==> src/rtl/pwm_meter_pkg.sv <==
// Shared types and defaults for the PWM duty meter and related input monitors.
package pwm_meter_pkg;

  typedef enum logic {
    IDLE = 1'b0,
    MEAS = 1'b1
  } meter_state_t;

  localparam logic [1:0] TREND_NONE = 2'b00;
  localparam logic [1:0] TREND_UP   = 2'b01;
  localparam logic [1:0] TREND_DOWN = 2'b10;

  localparam int DEFAULT_CNT_W       = 20;
  localparam int DEFAULT_TIMEOUT_MAX = 100000;

  // Maps a magnitude comparison of new vs previous high time onto a trend code.
  function automatic logic [1:0] trend_code(input logic greater, input logic less);
    if (greater)   return TREND_UP;
    else if (less) return TREND_DOWN;
    else           return TREND_NONE;
  endfunction

endpackage

==> src/rtl/pwm_edge_sync.sv <==
// Two-flop synchronizer plus history flop; yields the synchronized level and a
// single-cycle rising-edge pulse.
module pwm_edge_sync (
  input  logic sys_clk,
  input  logic sys_rst,
  input  logic pwm_in,
  output logic lvl,
  output logic rise
);

  logic s1;
  logic s2;
  logic s3;

  always_ff @(posedge sys_clk or posedge sys_rst) begin
    if (sys_rst) begin
      s1 <= 1'b0;
      s2 <= 1'b0;
      s3 <= 1'b0;
    end else begin
      s1 <= pwm_in;
      s2 <= s1;
      s3 <= s2;
    end
  end

  assign lvl  = s2;
  assign rise = s2 & ~s3;

endmodule

==> src/rtl/pwm_duty_meter.sv <==
// Measures period and high time of an external PWM input per rising edge and
// flags a stuck input. Optional brightness trend output: PWM_METER_TREND_EN.
module pwm_duty_meter
  import pwm_meter_pkg::*;
#(
  parameter int               CNT_W       = DEFAULT_CNT_W,
  parameter logic [CNT_W-1:0] TIMEOUT_MAX = CNT_W'(DEFAULT_TIMEOUT_MAX)
) (
  input  logic             sys_clk,
  input  logic             sys_rst,
  input  logic             pwm_in,
  output logic [CNT_W-1:0] meas_period,
  output logic [CNT_W-1:0] meas_high,
  output logic             meas_valid,
  output logic             stuck,
  output logic             stuck_level,
  output logic [1:0]       trend
);

  localparam logic [CNT_W-1:0] IDLE_LAST = TIMEOUT_MAX - 1'b1;
  localparam logic [CNT_W-1:0] CNT_ONE   = CNT_W'(1);

  logic lvl;
  logic rise;

  pwm_edge_sync u_edge_sync (
    .sys_clk (sys_clk),
    .sys_rst (sys_rst),
    .pwm_in  (pwm_in),
    .lvl     (lvl),
    .rise    (rise)
  );

  meter_state_t     state_reg,       state_next;
  logic [CNT_W-1:0] period_cnt_reg,  period_cnt_next;
  logic [CNT_W-1:0] high_cnt_reg,    high_cnt_next;
  logic [CNT_W-1:0] idle_cnt_reg,    idle_cnt_next;
  logic [CNT_W-1:0] meas_period_reg, meas_period_next;
  logic [CNT_W-1:0] meas_high_reg,   meas_high_next;
  logic             meas_valid_reg,  meas_valid_next;
  logic             stuck_reg,       stuck_next;
  logic             stuck_level_reg, stuck_level_next;

  always_ff @(posedge sys_clk or posedge sys_rst) begin
    if (sys_rst) begin
      state_reg       <= IDLE;
      period_cnt_reg  <= '0;
      high_cnt_reg    <= '0;
      idle_cnt_reg    <= '0;
      meas_period_reg <= '0;
      meas_high_reg   <= '0;
      meas_valid_reg  <= 1'b0;
      stuck_reg       <= 1'b0;
      stuck_level_reg <= 1'b0;
    end else begin
      state_reg       <= state_next;
      period_cnt_reg  <= period_cnt_next;
      high_cnt_reg    <= high_cnt_next;
      idle_cnt_reg    <= idle_cnt_next;
      meas_period_reg <= meas_period_next;
      meas_high_reg   <= meas_high_next;
      meas_valid_reg  <= meas_valid_next;
      stuck_reg       <= stuck_next;
      stuck_level_reg <= stuck_level_next;
    end
  end

  always_comb begin
    state_next       = state_reg;
    period_cnt_next  = period_cnt_reg;
    high_cnt_next    = high_cnt_reg;
    idle_cnt_next    = idle_cnt_reg;
    meas_period_next = meas_period_reg;
    meas_high_next   = meas_high_reg;
    meas_valid_next  = 1'b0;
    stuck_next       = stuck_reg;
    stuck_level_next = stuck_level_reg;

    if (rise) begin
      stuck_next = 1'b0;
    end

    case (state_reg)
      IDLE: begin
        period_cnt_next = '0;
        high_cnt_next   = '0;
        if (rise) begin
          state_next      = MEAS;
          period_cnt_next = CNT_ONE;
          high_cnt_next   = CNT_ONE;
          idle_cnt_next   = '0;
        end else if (!stuck_reg) begin
          // Idle watchdog only runs until the first stuck report.
          if (idle_cnt_reg == IDLE_LAST) begin
            stuck_next       = 1'b1;
            stuck_level_next = lvl;
            idle_cnt_next    = '0;
          end else begin
            idle_cnt_next = idle_cnt_reg + 1'b1;
          end
        end
      end

      MEAS: begin
        if (rise) begin
          meas_period_next = period_cnt_reg;
          meas_high_next   = high_cnt_reg;
          meas_valid_next  = 1'b1;
          period_cnt_next  = CNT_ONE;
          high_cnt_next    = CNT_ONE;
        end else if (period_cnt_reg == TIMEOUT_MAX) begin
          // Partial period is abandoned; last report stays on the outputs.
          state_next       = IDLE;
          period_cnt_next  = '0;
          high_cnt_next    = '0;
          idle_cnt_next    = '0;
          stuck_next       = 1'b1;
          stuck_level_next = lvl;
        end else begin
          period_cnt_next = period_cnt_reg + 1'b1;
          high_cnt_next   = high_cnt_reg + {{(CNT_W-1){1'b0}}, lvl};
        end
      end

      default: begin
        state_next      = IDLE;
        period_cnt_next = '0;
        high_cnt_next   = '0;
      end
    endcase
  end

  assign meas_period = meas_period_reg;
  assign meas_high   = meas_high_reg;
  assign meas_valid  = meas_valid_reg;
  assign stuck       = stuck_reg;
  assign stuck_level = stuck_level_reg;

`ifdef PWM_METER_TREND_EN
  logic             report;
  logic             enter_idle;
  logic [CNT_W-1:0] prev_high_reg;
  logic             prev_valid_reg;
  logic [1:0]       trend_reg;

  assign report     = (state_reg == MEAS) && rise;
  assign enter_idle = (state_reg == MEAS) && !rise && (period_cnt_reg == TIMEOUT_MAX);

  // The first report after reset or timeout has no reference and reads as equal.
  always_ff @(posedge sys_clk or posedge sys_rst) begin
    if (sys_rst) begin
      prev_high_reg  <= '0;
      prev_valid_reg <= 1'b0;
      trend_reg      <= TREND_NONE;
    end else if (report) begin
      prev_high_reg  <= high_cnt_reg;
      prev_valid_reg <= 1'b1;
      trend_reg      <= prev_valid_reg ?
                        trend_code(high_cnt_reg > prev_high_reg, high_cnt_reg < prev_high_reg) :
                        TREND_NONE;
    end else if (enter_idle) begin
      prev_valid_reg <= 1'b0;
    end
  end

  assign trend = trend_reg;
`else
  assign trend = TREND_NONE;
`endif

endmodule

==> config.mk <==
export PLATFORM = sky130hd
export DESIGN_NAME = pwm_duty_meter
export DESIGN_NICKNAME = d
export VERILOG_FILES = /design/src/rtl/pwm_meter_pkg.sv /design/src/rtl/pwm_edge_sync.sv /design/src/rtl/pwm_duty_meter.sv
export SDC_FILE = /design/constraint.sdc
export NUM_CORES = 1
export LEC_CHECK = 0
export ABC_AREA = 1
export ABC_CLOCK_PERIOD_IN_PS = 6500
export BUFFER_PORTS_ARGS = -buffer_cell sky130_fd_sc_hd__buf_2
export CORE_AREA = 2 2 97 99
export CTS_BUF_LIST = sky130_fd_sc_hd__clkbuf_2
export CTS_CLUSTER_SIZE = 10
export DETAILED_ROUTE_END_ITERATION = 8
export DIE_AREA = 0 0 99 101
export GPL_ROUTABILITY_DRIVEN = 0
export PLACE_DENSITY = 0.83
export SYNTH_ARGS = -nofsm -noshare
export SYNTH_HDL_FRONTEND = slang
export SYNTH_SLANG_ARGS = --single-unit
==> constraint.sdc <==
create_clock -name sys_clk -period 6.5 [get_ports sys_clk]
set_input_delay 1.3 -clock sys_clk [delete_from_list [all_inputs] [get_ports sys_clk]]
set_output_delay 1.3 -clock sys_clk [all_outputs]
set_load 0.1 [all_outputs]
==> out/summary.txt <==
Crit-path cells: buf_2
Initial Utilization: 63.5%
Fin Setup TNS: 0 ns
Overall power: 1.32 mW
Core box area: 8980 sq um
# rows: 35
Final slew viol count: 0
Initial antenna violation count: 0
Mapped Area: 5700 sq um
Inserted Clock Buffers: 9
Crit-path max FO: 3
Sequential element share of the synthesized area: 47.0%
Final setup margin: 3.71 ns
Post-synth top area share: 47.0%
Peak VDD IR: 0.146 mV
Compound-Gate Fraction of Synth Area: 9.24%
Synth area leader: dfrtp_1
RSZ-0062 raised after global routing: false
Crit path kind: flop to primary output
Post-synthesis cell count: 701
Gr ovfl total: 0
Post-CTS Setup Bufs: 0
Slew HR: 41.6%
FF-to-FF setup slack: 3.77 ns
CTS H-tree lvls: 3
Pin count of the biggest net entering global routing: 75
Post-CTS sizing: 0
Clock skew: 0.0347 ns
Leak pwr: 2.92 nW
Hold-fix buffers, CTS: 0
CTS tree: yes
CP startpoint kind: flop
Post-synthesis simple-gate area fraction: 30.9%
Die area: 10000 sq um
Yosys warns: 0
Worst Setup End Kind: primary output
# IOs: 48
Distinct cells, synth: 37
Post-DRT Antenna Nets: 0
MaxCap Viol Count: 0
Final worst-path cycle share: 42.9%
Asr flop ratio synth: 100%
Post-DP HPWL: 8410 um
N_diodes: 0
Pre-CTS setup slack: 3.79 ns
Post-synth EDFFs: 0
Detailed Routing Iterations Pass 1: 5
Clk slew on worst S/H paths: 0.30 ns
Area Overhead vs Synth: 5.49%
Adder-cell share of the synthesized area: 1.10%
Clk_lat worst skew: 0.60 ns
Crit path DAT: 1.49 ns
Synth Register Bits: 107
Final Instance Area: 6010 sq um
Final net count: 747
Largest family of logic cells by synthesized area: simple AND/OR/NAND/NOR gates
PortBufs: 45
Area contributors post-synth: dfrtp_1 47%, nand2_1 12%, nor2_1 5.7%, o21ai_2 5.4%, inv_1 5.0%
CTS sink count: 107
Share of cells above drive strength 1: 18.5%
Slowest cell delay on critical path: 0.46 ns
Via density per instance: 5.56
Setup violators final: 0
F_max: 359 MHz
Status: completed
DRC Markers: 0
Mux cell area share after synthesis: 0%
Routed WL: 11,800 um
Avg WL per Cell: 13.8 um
Die Y: 101 um
CP top delay family: flip-flops
Buf/Inv on CP: 1
Fin crit period: 2.79 ns
DRT iter0 DRCs: 255
Hold Fails Final Rpt: 0
Post-Syn Area per Cell: 8.13 sq um
Main synth FF type: dfrtp_1
Slowest stage cell, crit path: dfrtp_1
Clock Root Buffer: clkbuf_2
First-pass GRT wire length: 20,600 um
Die X: 99 um
Hold WC Path Type: flop to flop
Number of global-route vias before repair: 4,509
Placement-stage cell area: 5910 sq um
Via Count: 4,758
Clk buf depth: 2
All-Layer GR Usage: 25.3%
Synth Area in XOR/XNOR: 2.76%
Slew of the pin with the lowest slew margin: 0.876 ns
Worst EP required: 5.20 ns
Cell area power density: 219 nW/um^2
## power breakdown
part	switching, mW	leakage [nW]	internal, mW	total, mW
logic	0.236	1.40	0.0496	0.285
registers	0.0307	1.46	0.706	0.737
clock network	0.235	0.0676	0.0607	0.296
## final timing paths
kind,startpoint,endpoint,cells after the start
setup / recovery,stuck,stuck,1
hold / removal,u_edge_sync.s1,u_edge_sync.lvl,0
setup reg to reg,state_reg,idle_cnt_reg[17],9
hold reg to reg,u_edge_sync.s1,u_edge_sync.lvl,0
max in group asynchronous,sys_rst,idle_cnt_reg[3],3
min in group asynchronous,sys_rst,high_cnt_reg[3],2
## cell usage after synthesis (11+ instances only)
library cell  count
a21oi_1          15
o21ai_2          35
nand3_1          39
dfrtp_1         107
o21ai_1          16
nand2_1         188
buf_6            11
nor3_1           22
inv_1            76
nand4_1          23
xor2_1           16
nor2_1           86
## per-stage QoR
step,util (%),instances,hold WS [ns]
CTS,67.0,855,0.399
global placement,65.8,839,0.334
global route,67.0,855,0.404
floorplan,-,702,0.331
finish,67.0,855,0.392
detailed placement,65.8,839,0.341
## logic make-up (layout without fill, tap and decap cells)
| family | Yosys count | after routing |
|---|---|---|
| AND/OR/NAND/NOR | 387 | 387 |
| buffers and inverters | 108 | 150 |
| flip-flops | 107 | 107 |
| AO/OA/AOI/OAI | 75 | 75 |
| XOR/XNOR | 18 | 18 |
| adder cells (fa/ha/maj) | 5 | 5 |
| other | 1 | 2 |
## per-layer routing
layer  global-route usage (%)  wire length [um]  part of all wire, %  up-vias
met5                        0                 0                    0        -
met4                     9.38               224                  1.9        0
met3                     3.74               681                  5.8       28
met2                     41.4              5620                   48      194
met1                     34.6              5240                   45     2232
li1                         -                 -                    -     2304
## placed cells by master, fill, tap and decap left out, types with 3 or more instances in the layout
cell	count
nand3_2	5
o21ai_2	35
nor2_4	4
inv_1	75
nand2_2	3
nor2_1	86
dfrtp_1	107
inv_2	9
a21oi_1	15
nand2_1	188
nand4_1	23
ha_1	5
buf_2	45
nor3_1	22
xor2_1	16
o21ai_0	5
o21ai_1	16
clkbuf_2	10
nor2_2	6
nand3_1	39
## cell type report
cell class                      count  area (sq um)
Clock inverter                      6          57.6
Clock buffer                       10          50.0
Multi-Input combinational cell    487          2520
Sequential cell                   107          2680
Timing Repair Buffer               47           240
Fill cell                         727          2960
Tap cell                          111           139
Inverter                           87           332
(Power assumes the default switching activity.)
